==> config.mk <==
export PLATFORM = sky130hd
export DESIGN_NAME = bin_to_bcd_converter_flat
export DESIGN_NICKNAME = d
export VERILOG_FILES = /design/src/rtl/bin_to_bcd_converter_if.sv /design/src/rtl/bin_to_bcd_converter.sv /design/src/flat_wrapper.sv
export SDC_FILE = /design/constraint.sdc
export NUM_CORES = 1
export LEC_CHECK = 0
export CORE_ASPECT_RATIO = 1.4
export CORE_MARGIN = 10
export CORE_UTILIZATION = 48
export CTS_CLUSTER_DIAMETER = 60
export DETAILED_ROUTE_END_ITERATION = 16
export HOLD_SLACK_MARGIN = 0.06
export PLACE_DENSITY = 0.79
export REMOVE_ABC_BUFFERS = 1
export SLEW_MARGIN = 15
export SYNTH_ARGS = -nofsm -noshare
export SYNTH_HDL_FRONTEND = slang
export SYNTH_SLANG_ARGS = --single-unit
==> constraint.sdc <==
create_clock -name clk -period 1.47 [get_ports clk]
set_input_delay 0.2205 -clock clk [delete_from_list [all_inputs] [get_ports clk]]
set_output_delay 0.2205 -clock clk [all_outputs]
set_load 0.02 [all_outputs]
==> src/rtl/bin_to_bcd_converter_if.sv <==
// Digit interface between the binary-to-BCD converter and its requester.
// slave = converter side, master = requester/display side.
interface bin_to_bcd_converter_if #(
    parameter int WIDTH = 14
);
    logic             start;
    logic [WIDTH-1:0] bin_in;
    logic [3:0]       units;
    logic [3:0]       tens;
    logic [3:0]       hundreds;
    logic [3:0]       thousands;
    logic             overflow;
    logic             busy;
    logic             done;

    modport master (
        output start, bin_in,
        input  units, tens, hundreds, thousands, overflow, busy, done
    );

    modport slave (
        input  start, bin_in,
        output units, tens, hundreds, thousands, overflow, busy, done
    );
endinterface

==> src/rtl/bin_to_bcd_converter.sv <==
// Sequential shift-add-3 converter: WIDTH-bit unsigned value to four held BCD digits,
// saturating to 9999 with an overflow flag.
module bin_to_bcd_converter #(
    parameter int WIDTH = 14
) (
    input  logic                   clk,
    input  logic                   reset,
    bin_to_bcd_converter_if.slave  bus
);
    localparam int CW = $clog2(WIDTH + 1);

    typedef enum logic [1:0] {IDLE, SHIFT, DONE} state_t;

    state_t           state;
    logic [WIDTH-1:0] bin_sr;
    logic [15:0]      acc;
    logic [CW-1:0]    cnt;
    logic             ovf_pend;

    logic [15:0]      acc_adj;
    logic [15:0]      acc_next;
    logic [WIDTH-1:0] bin_next;
    logic             in_ovf;
    logic             accept;

    always_comb begin
        acc_adj = acc;
        for (int unsigned i = 0; i < 4; i++) begin
            if (acc[4*i +: 4] >= 4'd5)
                acc_adj[4*i +: 4] = acc[4*i +: 4] + 4'd3;
        end
        acc_next = {acc_adj[14:0], bin_sr[WIDTH-1]};
        bin_next = bin_sr << 1;
    end

    // Widened compare keeps the check legal for any WIDTH; constant-false below 14.
    assign in_ovf = 32'(bus.bin_in) > 32'd9999;
    assign accept = bus.start && (state == IDLE || state == DONE);

    always_ff @(posedge clk) begin
        if (reset) begin
            state         <= IDLE;
            bin_sr        <= '0;
            acc           <= '0;
            cnt           <= '0;
            ovf_pend      <= 1'b0;
            bus.units     <= '0;
            bus.tens      <= '0;
            bus.hundreds  <= '0;
            bus.thousands <= '0;
            bus.overflow  <= 1'b0;
            bus.busy      <= 1'b0;
            bus.done      <= 1'b0;
        end else if (accept) begin
            bin_sr   <= bus.bin_in;
            acc      <= '0;
            cnt      <= CW'(WIDTH);
            ovf_pend <= in_ovf;
            bus.busy <= 1'b1;
            bus.done <= 1'b0;
            state    <= SHIFT;
        end else begin
            case (state)
                IDLE: begin
                    bus.busy <= 1'b0;
                    bus.done <= 1'b0;
                end
                SHIFT: begin
                    acc    <= acc_next;
                    bin_sr <= bin_next;
                    cnt    <= cnt - 1'b1;
                    if (cnt == CW'(1)) begin
                        // Outputs load from the final shifted value so they are valid with done.
                        state    <= DONE;
                        bus.busy <= 1'b0;
                        bus.done <= 1'b1;
                        if (ovf_pend) begin
                            bus.units     <= 4'd9;
                            bus.tens      <= 4'd9;
                            bus.hundreds  <= 4'd9;
                            bus.thousands <= 4'd9;
                            bus.overflow  <= 1'b1;
                        end else begin
                            bus.units     <= acc_next[3:0];
                            bus.tens      <= acc_next[7:4];
                            bus.hundreds  <= acc_next[11:8];
                            bus.thousands <= acc_next[15:12];
                            bus.overflow  <= 1'b0;
                        end
                    end
                end
                DONE: begin
                    bus.done <= 1'b0;
                    bus.busy <= 1'b0;
                    state    <= IDLE;
                end
                default: begin
                    bus.busy <= 1'b0;
                    bus.done <= 1'b0;
                    state    <= IDLE;
                end
            endcase
        end
    end
endmodule

==> src/flat_wrapper.sv <==
// flat-port wrapper written by rule: the top's interface ports become plain ports
module bin_to_bcd_converter_flat 
#(
    parameter int WIDTH = 14
)
  (clk, reset, bus_start, bus_bin_in, bus_units, bus_tens, bus_hundreds, bus_thousands, bus_overflow, bus_busy, bus_done);
  bin_to_bcd_converter_if #(.WIDTH(WIDTH)) bus_i ();
  input  logic clk;
  input  logic reset;
  input wire logic [$bits(bus_i.start)-1:0] bus_start;
  input wire logic [$bits(bus_i.bin_in)-1:0] bus_bin_in;
  output wire logic [$bits(bus_i.units)-1:0] bus_units;
  output wire logic [$bits(bus_i.tens)-1:0] bus_tens;
  output wire logic [$bits(bus_i.hundreds)-1:0] bus_hundreds;
  output wire logic [$bits(bus_i.thousands)-1:0] bus_thousands;
  output wire logic [$bits(bus_i.overflow)-1:0] bus_overflow;
  output wire logic [$bits(bus_i.busy)-1:0] bus_busy;
  output wire logic [$bits(bus_i.done)-1:0] bus_done;
  assign bus_i.start = bus_start;
  assign bus_i.bin_in = bus_bin_in;
  assign bus_units = bus_i.units;
  assign bus_tens = bus_i.tens;
  assign bus_hundreds = bus_i.hundreds;
  assign bus_thousands = bus_i.thousands;
  assign bus_overflow = bus_i.overflow;
  assign bus_busy = bus_i.busy;
  assign bus_done = bus_i.done;
  bin_to_bcd_converter #(.WIDTH(WIDTH)) u_core (.clk(clk), .reset(reset), .bus(bus_i));
endmodule
======== After elaboration in Yosys (flattened, before gate mapping) ========
Index checks and enable logic that the tools add are counted.
storage, ports and cells
  flip-flop bits (word level) ............. 56
  input port bits ......................... 17
  output and inout bits ................... 19
  word-level logic and storage cells ...... 61
operators by class
  add/sub/neg operators ................... 5
  magnitude comparators ................... 5
  equality and inequality tests ........... 6
  muxes and demuxes ....................... 19
  bitwise gates (word level) .............. 3
  reduce and logical (&&, ||, !) cells .... 9
operators with widths
  cell                                                   count
  2-to-1 mux 4 bit                                       9
  2-to-1 mux 14 bit                                      2
  >= comparator 4 x 3 -> 1 bit, second input constant    4
  greater-than comparator 14 bit, second input constant  1
  adder 4 x 2 -> 4 bit, second input constant            3
  2-to-1 mux 1 bit                                       5
  == test 4 x 1 -> 1 bit, second input constant          1
  != test 2 x 1 -> 1 bit, second input constant          2
  case mux 2 bit (2 select lines)                        1
  AND reduction 2 bit                                    2
  subtractor 4 x 1 -> 4 bit, second input constant       1
  adder 3 x 2 -> 3 bit, second input constant            1
  2-to-1 mux 3 bit                                       1
  != test 3 x 1 -> 1 bit, second input constant          1
  inverter 1 bit                                         3
  AND reduction 3 bit                                    1
  OR reduction 3 bit                                     1
  == test 2 x 1 -> 1 bit, second input constant          1
  == test 2 bit, second input constant                   1
  logical NOT 2 bit                                      1
  2-to-1 mux 2 bit                                       1
  nonzero test 2 bit                                     1
  OR reduction 2 bit                                     1
  logical AND 1 bit                                      1
  logical OR 1 bit                                       1

======== Longest topological paths before layout ========
  word-level depth ........................ 5
  depth in mapped cells ................... 7
  depth with buffers taken out ............ 6

======== Least setup slack after synthesis ========
OpenSTA, ideal clock, no wires.
  path kind ............................... register to register
  start point ............................. register u_core.cnt[0]
  end point ............................... register u_core.bus.thousands[3]
  setup time .............................. 88 ps
  arrival time ............................ 1432 ps
  required time ........................... 1382 ps
  slack ................................... -50 ps
  stages on the path, launching flop included .. 7
  clock period less this slack ............ 1520 ps
  path through ............................ dfxtp_1 -> ha_1 -> or3b_4 -> nor2_8 -> buf_8 -> nor2_2 -> a311oi_2
on the way
  cells in the longest elaborated chain, start to end .. 2
ends and longest elaborated chain
  element                               line                           source
  start: declaration                    bin_to_bcd_converter.sv:17     logic [CW-1:0] cnt;
  start signal: assignment              bin_to_bcd_converter.sv:57     cnt <= CW'(WIDTH);
  start signal: assignment              bin_to_bcd_converter.sv:71     cnt <= cnt - 1'b1;
  == test 4 x 1 -> 1 bit                bin_to_bcd_converter.sv:72     if (cnt == CW'(1)) begin
  AND reduction 3 bit (no source line)  --
  end signal: assignment                bin_to_bcd_converter.sv:87     bus.thousands <= acc_next[15:12];
  end: declaration                      bin_to_bcd_converter_if.sv:23  output units, tens, hundreds, thousands, overflow, busy, done
No other way between the ends.
A chain may end at the register's enable or synchronous reset.

======== Worst setup path after layout ========
  start point ............................. register u_core.cnt[1]
  end point ............................... register u_core.bus.tens[3]
on the way
  cells in the longest elaborated chain, start to end .. 2
ends and longest elaborated chain
  element                               line                           source
  == test 4 x 1 -> 1 bit                bin_to_bcd_converter.sv:72
  AND reduction 3 bit (no source line)  --
  end signal: assignment                bin_to_bcd_converter.sv:85     bus.tens <= acc_next[7:4];
  end: declaration                      bin_to_bcd_converter_if.sv:23
No other way between the ends.

==> results.toml <==
[clock_network]
h-tree-depth = 2
worst_skew_pair.late_latency_ps = 310
clk_path_buf_depth = 2
path_clk_slew_ps = 90
root_buffer = "clkbuf_8"
hold_buffers = 0
clock_sinks = 56
numCtsBuffers = 5
cts_tree = "done"

[finish]
fin_util = 0.684
diodes = 0
fillers = 395
syn_to_final_growth_pct = 36.8
final_layout_size_suffix_gt1_frac = 0.270
final_nets = 359

[floorplan]
core-area_um2 = 4880
initial_utilization = 0.500
die_height_um = 104
dieArea_um2 = 8380
rows = 30
die_width_um = 80.3
ioPinCount = 36

[hold_path]
hp-start = "u_core.bin_sr[13]$_SDFFE_PP0P_"
holdPathStages = 2
min_to = "u_core.acc[0]$_SDFFE_PP0P_"
hold_class = "reg2reg"

[sta]
setup_viol = 6
rsz0062_at_grt = "yes"
layout_setup_ws_ps = -26.4
tightestPinTransition_ps = 341
relSlewSlack = 0.770
skew_ps = 2.95
fmax_ghz = 0.668
hold_viol = 0
fin_crit_ps = 1500
finalCritPeriodShare = 1.02
slew_viol_final = 0

[route]
drc = 0
dr.pass1.iters = 4
wirelength_mm = 6.42
drtIter0Drc = 122
vias = 2197
ant_nets = 0
vias_per_cell = 5.53
wl_per_cell_um = 16.2

[critical_path]
regToRegSetupSlack_ps = -30
rr_startpoint = "u_core.cnt[1]$_SDFFE_PP0P_"
max_stage_delay_ps = 430
crit_chain = "inv_2 -> ha_4 -> or3b_4 -> nor2_4 -> buf_4 -> a311oi_1"
crit_slowest_cell = "or3b_4"
end_kind = "flop"
worstPathArrival_ps = 1690
startpoint_type = "flop"
critical_path_class = "reg2reg"
cp.required_ps = 1660
crit_fanout = 5
worst_r2r_path_depth = 6
rr_endpoint = "u_core.bus.tens[3]$_SDFFE_PP0P_"

[global_route]
overflow = 0
gr-usage-all-layers = 0.147
grt_max_degree = 25
grt_pass1_vias = 2157
grt_antenna_before_repair = 0
grt_pass1_wl_mm = 10.1

[status]
violations = "negative setup slack"
outcome = "complete, but fails checks"

[logic_synthesis]
ys_seq_elements = 56
yosysUniqueCellTypes = 36
synth_area_um2 = 2440
syn_inst = 276
ys_seq_area_frac = 0.459
avgSynthCellArea_um2 = 8.84
ys_warn_count = 0

[run]
maxCapViolations = 0

[power_and_ir_drop]
p_leak_nw = 1.31
peakVddDrop_v = 0.000660
power_per_cell_area_nw_per_um2 = 998
total_power_mw = 3.33

[placed_design]
place_congestion = 0.779
dpl.hpwl_mm = 4.29
portBuffers = 35
[where the power goes]
part           internal (mW)  switching (mW)
clock                  0.601           0.487
sequential              1.60          0.0685
combinational          0.283           0.292
total                   2.48           0.848
[timing repair]
| item | CTS | global route |
|---|---|---|
| resized for setup | 39 | 29 |
| pin swaps | 11 | 13 |
| gates cloned | 1 | 0 |
| buffers inserted | 3 | 2 |
| setup endpoints to repair | 43 | 39 |
[worst max-delay path, delay by kind of cell, from the launching register on]
kind | cells | cell delay (ps)
AOI/OAI and AO/OA | 1 | 80
DFF | 1 | 330
buffers and inverters | 2 | 210
and+or+nand+nor | 2 | 630
adders and majority gates | 1 | 120
[routing by layer]
| layer | global-route usage | wire [µm] | part of all wire |
|---|---|---|---|
| met5 | 0 | 0 | 0 |
| met4 | 0.0442 | 135 | 0.021 |
| met3 | 0.0389 | 276 | 0.043 |
| met2 | 0.266 | 3450 | 0.54 |
| met1 | 0.158 | 2560 | 0.40 |
[flip-flops by register name, indices dropped and copies added, names as in the netlist]
| name | count |
|---|---|
| u_core.acc | 16 |
| u_core.bin_sr | 14 |
| u_core.bus.busy | 1 |
| u_core.bus.done | 1 |
| u_core.bus.hundreds | 4 |
| u_core.bus.overflow | 1 |
| u_core.bus.tens | 4 |
| u_core.bus.thousands | 4 |
| u_core.bus.units | 4 |
| u_core.cnt | 4 |
| u_core.ovf_pend | 1 |
| u_core.state | 2 |
[cell type report]
class | instances | area [µm²] | share of cell area
clock inverters | 1 | 30.0 | 0.00900
flip-flops and latches | 56 | 1130 | 0.339
clock buffers | 7 | 96.3 | 0.0289
multi-input cells | 191 | 1360 | 0.407
inverters | 11 | 41.3 | 0.0124
well taps | 64 | 80.1 | 0.0240
repair buffers | 67 | 599 | 0.180
[through the flow]
| stage | instance area (µm²) | hold WS, ps | setup TNS (ps) | setup WS [ps] | std cells |
|---|---|---|---|---|---|
| after floorplan | 2350 | 288 | -5040 | -373 | 257 |
| after global placement | 3000 | 458 | -258 | -50.9 | 383 |
| after detailed placement | 3000 | 468 | -1060 | -114 | 383 |
| after CTS | 3210 | 484 | -54.7 | -24.9 | 395 |
| after global routing | 3340 | 507 | -1070 | -99.8 | 397 |
| final | 3340 | 477 | -88.6 | -26.4 | 397 |
[cells in the mapped netlist, drive strengths merged]
master,n,share of area
o311ai,1,0.0036
or3b,1,0.0046
nor3,15,0.031
nor4,2,0.0051
a211oi,12,0.037
o21ai,11,0.023
a311oi,5,0.021
clkbuf,10,0.015
mux2i,1,0.0041
ha,10,0.051
dfxtp,56,0.46
nand3b,8,0.025
nor2,36,0.063
nand2b,8,0.021
o22ai,19,0.049
a22oi,1,0.0031
nand3,3,0.0062
nor3b,8,0.027
mux2,4,0.018
and2b,1,0.0031
xor2,1,0.0036
or3,1,0.0026
buf,9,0.023
nand2,18,0.028
inv,11,0.017
nor2b,1,0.0026
xnor2,5,0.018
a21oi,18,0.037
[placed cells by master, fill, tap and decap left out, drive strengths merged]
cell type and count:
a211oi 12, a21oi 18, a22oi 1, a311oi 5, and2b 1, buf 32, bufinv 1, clkbuf 7
clkdlybuf4s50 16, dfxtp 56, dlygate4sd2 19, ha 10, inv 11, mux2 4, mux2i 1, nand2 18
nand2b 8, nand3 3, nand3b 8, nor2 37, nor2b 1, nor3 15, nor3b 8, nor4 2
o21ai 11, o22ai 19, o311ai 1, or3 1, or3b 1, xnor2 5, xor2 1
[how the worst max path moves through the flow]
stage	startpoint	end	slack (ps)
6_report	u_core.cnt[1]$_SDFFE_PP0P_	u_core.bus.tens[3]$_SDFFE_PP0P_	-30
3_3_place_gp	u_core.cnt[1]$_SDFFE_PP0P_	u_core.bus.tens[3]$_SDFFE_PP0P_	-50
3_5_place_dp	u_core.cnt[1]$_SDFFE_PP0P_	u_core.bus.tens[3]$_SDFFE_PP0P_	-110
2_1_floorplan	u_core.state[1]$_SDFFE_PP0P_	u_core.bus.hundreds[1]$_SDFFE_PP0P_	-370
4_1_cts	u_core.acc[5]$_SDFFE_PP0P_	u_core.acc[6]$_SDFFE_PP0P_	-20
5_1_grt	u_core.cnt[1]$_SDFFE_PP0P_	u_core.bus.units[3]$_SDFFE_PP0P_	-100
[logic make-up (layout without fill, tap and decap cells)]
family / count (synthesis) / count (layout) / synth area share
buf+inv: 30 / 86 / 0.0554
flops: 56 / 56 / 0.459
fa+ha+maj: 10 / 10 / 0.0513
simple gates: 102 / 103 / 0.217
mux: 5 / 5 / 0.0226
xor+xnor: 6 / 6 / 0.0215
compound gates: 67 / 67 / 0.172
Note: power is estimated with default switching activity, not from simulation.
